===== config.mk =====
export PLATFORM = sky130hd
export DESIGN_NAME = mc_decoder
export DESIGN_NICKNAME = d
export VERILOG_FILES = /design/src/rtl/mc_decoder.sv
export SDC_FILE = /design/constraint.sdc
export NUM_CORES = 1
export LEC_CHECK = 0
export ABC_CLOCK_PERIOD_IN_PS = 3160
export CELL_PAD_IN_SITES_DETAIL_PLACEMENT = 1
export CELL_PAD_IN_SITES_GLOBAL_PLACEMENT = 2
export CORE_UTILIZATION = 17
export CTS_BUF_LIST = sky130_fd_sc_hd__clkbuf_8
export DETAILED_ROUTE_END_ITERATION = 6
export HOLD_SLACK_MARGIN = 0.15
export PLACE_DENSITY_LB_ADDON = 0.15
export SLEW_MARGIN = 10
export SYNTH_ARGS = -nofsm -noshare
export SYNTH_HDL_FRONTEND = slang
export SYNTH_SLANG_ARGS = --single-unit
export TNS_END_PERCENT = 50

===== constraint.sdc =====
create_clock -name clk -period 3.16 [get_ports clk]
set_input_delay 0.316 -clock clk [delete_from_list [all_inputs] [get_ports clk]]
set_output_delay 0.316 -clock clk [all_outputs]
set_load 0.02 [all_outputs]

===== src/rtl/mc_decoder.sv =====
// mc_decoder: multicycle instruction decoder and main control FSM for the
// ARM32 core. It sequences fetch, decode, execute, memory and writeback for
// the instruction held in the instruction register. It also produces the
// unconditioned write requests (FlagW, PCS, RegW, MemW) that the
// condition-gating stage later qualifies.
//
// Optional feature macro: DECODER_ILLEGAL_TRAP_EN
//   defined   : Op=11 traps into HALT (illegal=1) until reset.
//   undefined : Op=11 behaves as a 2-cycle NOP; illegal is tied to 0.
//
// Ports:
//   clk, reset       clock, synchronous active-high reset
//   Op, Funct, Rd    instruction fields (held stable for the instruction)
//   FlagW, PCS, RegW, MemW   write requests before condition gating
//   NextPC, IRWrite          PC update strobe / IR load enable (FETCH)
//   AdrSrc, ResultSrc, ALUSrcA, ALUSrcB, ALUControl, ImmSrc, RegSrc
//                            datapath steering
//   illegal          undefined-opcode indication
module mc_decoder (
  input  logic       clk,
  input  logic       reset,
  input  logic [1:0] Op,
  input  logic [5:0] Funct,
  input  logic [3:0] Rd,
  output logic [1:0] FlagW,
  output logic       PCS,
  output logic       NextPC,
  output logic       RegW,
  output logic       MemW,
  output logic       IRWrite,
  output logic       AdrSrc,
  output logic [1:0] ResultSrc,
  output logic       ALUSrcA,
  output logic [1:0] ALUSrcB,
  output logic [1:0] ALUControl,
  output logic [1:0] ImmSrc,
  output logic [1:0] RegSrc,
  output logic       illegal
);

  typedef enum logic [3:0] {
    FETCH    = 4'd0,
    DECODE   = 4'd1,
    MEMADR   = 4'd2,
    MEMREAD  = 4'd3,
    MEMWB    = 4'd4,
    MEMWRITE = 4'd5,
    EXECUTER = 4'd6,
    EXECUTEI = 4'd7,
    ALUWB    = 4'd8,
    BRANCH   = 4'd9
`ifdef DECODER_ILLEGAL_TRAP_EN
    ,HALT    = 4'd10
`endif
  } state_e;

  state_e state_q, state_d;

  logic alu_op;
  logic branch;

  // State register
  always_ff @(posedge clk) begin
    if (reset) state_q <= FETCH;
    else       state_q <= state_d;
  end

  // Next-state logic
  always_comb begin
    state_d = FETCH;
    case (state_q)
      FETCH:  state_d = DECODE;
      DECODE: begin
        case (Op)
          2'b00:   state_d = Funct[5] ? EXECUTEI : EXECUTER;
          2'b01:   state_d = MEMADR;
          2'b10:   state_d = BRANCH;
`ifdef DECODER_ILLEGAL_TRAP_EN
          default: state_d = HALT;
`else
          default: state_d = FETCH;
`endif
        endcase
      end
      MEMADR:   state_d = Funct[0] ? MEMREAD : MEMWRITE;
      MEMREAD:  state_d = MEMWB;
      MEMWB:    state_d = FETCH;
      MEMWRITE: state_d = FETCH;
      EXECUTER: state_d = ALUWB;
      EXECUTEI: state_d = ALUWB;
      ALUWB:    state_d = FETCH;
      BRANCH:   state_d = FETCH;
`ifdef DECODER_ILLEGAL_TRAP_EN
      HALT:     state_d = HALT;
`endif
      default:  state_d = FETCH;
    endcase
  end

  // Moore output decode
  always_comb begin
    NextPC    = 1'b0;
    RegW      = 1'b0;
    MemW      = 1'b0;
    IRWrite   = 1'b0;
    AdrSrc    = 1'b0;
    ResultSrc = 2'b00;
    ALUSrcA   = 1'b0;
    ALUSrcB   = 2'b00;
    alu_op    = 1'b0;
    branch    = 1'b0;
    case (state_q)
      FETCH: begin
        ALUSrcA   = 1'b1;
        ALUSrcB   = 2'b10;
        ResultSrc = 2'b10;
        IRWrite   = 1'b1;
        NextPC    = 1'b1;
      end
      DECODE: begin
        ALUSrcA   = 1'b1;
        ALUSrcB   = 2'b10;
        ResultSrc = 2'b10;
      end
      MEMADR:   ALUSrcB = 2'b01;
      MEMREAD:  AdrSrc  = 1'b1;
      MEMWB: begin
        ResultSrc = 2'b01;
        RegW      = 1'b1;
      end
      MEMWRITE: begin
        AdrSrc = 1'b1;
        MemW   = 1'b1;
      end
      EXECUTER: alu_op = 1'b1;
      EXECUTEI: begin
        ALUSrcB = 2'b01;
        alu_op  = 1'b1;
      end
      ALUWB:    RegW = 1'b1;
      BRANCH: begin
        ALUSrcB   = 2'b01;
        ResultSrc = 2'b10;
        branch    = 1'b1;
      end
      default: ;
    endcase
  end

  // ALU decode; Funct only reaches the outputs while an execute state enables it
  always_comb begin
    ALUControl = 2'b00;
    FlagW      = 2'b00;
    if (alu_op) begin
      case (Funct[4:1])
        4'b0100: ALUControl = 2'b00;
        4'b0010: ALUControl = 2'b01;
        4'b0000: ALUControl = 2'b10;
        4'b1100: ALUControl = 2'b11;
        default: ALUControl = 2'b00;
      endcase
      // C,V are only meaningful for the arithmetic ops
      FlagW[1] = Funct[0];
      FlagW[0] = Funct[0] & ~ALUControl[1];
    end
  end

  assign PCS    = branch | (RegW & (Rd == 4'd15));
  assign ImmSrc = Op;
  assign RegSrc = {(Op == 2'b01), (Op == 2'b10)};

`ifdef DECODER_ILLEGAL_TRAP_EN
  assign illegal = (state_q == HALT);
`else
  assign illegal = 1'b0;
`endif

endmodule

==> metrics.cfg <==
[yosys]
synth_top_area_share_pct=18.34
synth_area_um2=436.7
syn_nets=74
yosys.area.top_type=dfxtp_1
ys_types=30
syn_avg_cell_area_um2=7.278
syn_inst=60
yosys-top-cells-area=dfxtp_1, buf_4, nor3_1, nor2_1, nor2b_1
seq_area_frac_synth_pct=18.34
ys_ff_latch=4
synth_warnings=0

[timing]
slew_viol_final=0
hold_viol=0
finalSetupViolCount=0
slew_headroom_pct=61.05
tns_ns=0
fmax_mhz=421.2
finalClockSkew_ns=0.001794
min_period_over_period_pct=75.13
rsz0062_at_grt=false
hold_ws_ns=0.5999
layout_setup_ws_ns=0.7858
finalCriticalPeriod_ns=2.374
tightestPinTransition_ns=0.5834

[global_route]
overflow=0
grtUsageTotal_pct=9.708
grt_pass1_wl_um=2076
grt_max_degree=19
antenna_found_initial=0
grt_pass1_vias=496

[finish]
top_regs=state_q x4
antenna_cells=0
layout-drive-gt1-share_pct=9.302
largest_reg_flops=4
final_nets=102
fillers=304
regMostFlops=state_q
instances_no_fill=116
area_growth_pct=76.79

[power_and_ir_drop]
sw_frac_of_total_pct=29.55
power_switching_w=0.00007964
powerDensity_nw_per_um2=349.1
pwr-share-seq_pct=24.4
pwr-share-comb_pct=37.2
pwr-share-clk_pct=38.4
p_int_w=0.0001899
p_total_w=0.0002695
cellLeakagePower_nw=0.2663
ir_drop_mv=0.1896

[critical_path]
start_kind=register
crit_fanout=12
r2r_cells=3
endpoint_kind=primary output
cp.arrival_ns=2.06
crit_type=register to primary output
cp_data_required_time_ns=2.84

[placement]
place_hpwl_um=951
placedCellCount=113
io_buffers=32
gp_congestion=0.6634
pre_cts_slack_ns=0.9668

[run]
max_cap_violations=0

[cts]
clkLatencyLatePin_ns=0.21
cts_root_buffer=clkbuf_8
clkTransAtPathRegs_ns=0.03
post_cts_buffers=0
cts_made_buffers=3
htree_num_levels=1
ctsResizeCount=0
cts_tree=built
hold_buffers=0
clockBufferDepth=2
cts.sinks=4

[floorplanning]
die_x_um=52.68
dieArea_um2=2775
rows=18
start_util_pct=17.79
core_um2=2455
die-height_um=52.68
num_io_pins=34

[outcome]
outcome=finished clean

[drt]
postRouteAntennaNets=0
routed-via-count=505
wl_per_cell_um=10.63
initialDrtViolationCount=7
wl_um=1233
firstDrtPassIters=3
viasPerCell=4.353
drc=0

[hold_path]
hold_depth=1
hp-class=register to register

power groups by stage:
stage | clock network (W) | registers, W | logic, W
after floorplan | 0 | 0.0000561 | 0.0000676
after global placement | 0 | 0.0000670 | 0.000101
after detailed placement | 0 | 0.0000668 | 0.000101
after CTS | 0.000107 | 0.0000662 | 0.000102
after global routing | 0.000111 | 0.0000677 | 0.000108
final | 0.000104 | 0.0000657 | 0.000100
area by class of cell:
class,instances,area [um2],share of cell area (%)
Clock buffer,3,41.29,5.348
Multi-Input combinational cell,45,285.3,36.95
Tap cell,30,37.54,4.862
Timing Repair Buffer,32,320.3,41.49
Sequential cell,4,80.08,10.37
Inverter,2,7.507,0.9724
placed cells by master (no fill, tap or decap), types with 2 or more instances in the layout:
cell,n
dfxtp_1,4
nor3_1,7
clkbuf_8,3
nor2b_1,3
nor2_1,5
nand2b_1,2
clkdlybuf4s50_1,32
inv_1,2
nand2_1,2
and2_1,2
nor3b_1,2
o21ai_0,3
a211oi_1,2
a21oi_2,2
Yosys cell counts:
cell type,n
nor3_1,7
buf_4,5
nor2_1,5
dfxtp_1,4
buf_2,3
nor2b_1,3
o21ai_0,3
a211oi_1,2
a21oi_2,2
and2_1,2
inv_1,2
nand2_1,2
nand2b_1,2
nor3b_1,2
a2111oi_2,1
a21oi_1,1
a31oi_1,1
a41oi_1,1
and2_4,1
and2b_1,1
and3_1,1
buf_6,1
conb_1,1
mux2i_1,1
nand3b_1,1
nor4_1,1
o22ai_1,1
or3_1,1
or3_4,1
xnor2_1,1
per-stage QoR:
stage | cell area, um2 | utilization (%)
floorplan | 436.7 | -
global placement | 730.7 | 29.77
detailed placement | 730.7 | 29.77
CTS | 772.0 | 31.45
global route | 772.0 | 31.45
finish | 772.0 | 31.45
final timing paths:
check,startpoint,to,slack [ns]
worst max-delay path,state_q[3],PCS,0.79
worst min-delay path,state_q[0],state_q[0],0.60
worst max register to register,state_q[0],state_q[2],1.81
worst min register to register,state_q[0],state_q[0],0.60
kinds of logic (layout without fill, tap and decap cells):
logic type / count (synthesis) / after routing / synth area share (%)
buffers and inverters: 11 / 37 / 16.33
other: 1 / 1 / 0.8588
and+or+nand+nor: 30 / 30 / 39.83
DFF: 4 / 4 / 18.34
AOI/OAI and AO/OA: 12 / 12 / 20.34
xor gates and xnor gates: 1 / 1 / 2.006
muxes: 1 / 1 / 2.292
critical path: stages, from the launching register on:
cell	delay (ns)
dfxtp_1	0.53
nand2b_1	0.14
and2_4	0.19
a2111oi_2	0.33
clkdlybuf4s50_1	0.66
metal layers:
layer | share of wire (%) | global-route usage (%)
met1 | 48 | 12.20
met2 | 47 | 16.46
met3 | 5.2 | 2.029
met4 | 0 | 2.632
met5 | 0 | 0
Power figures use the tool's default switching activity.
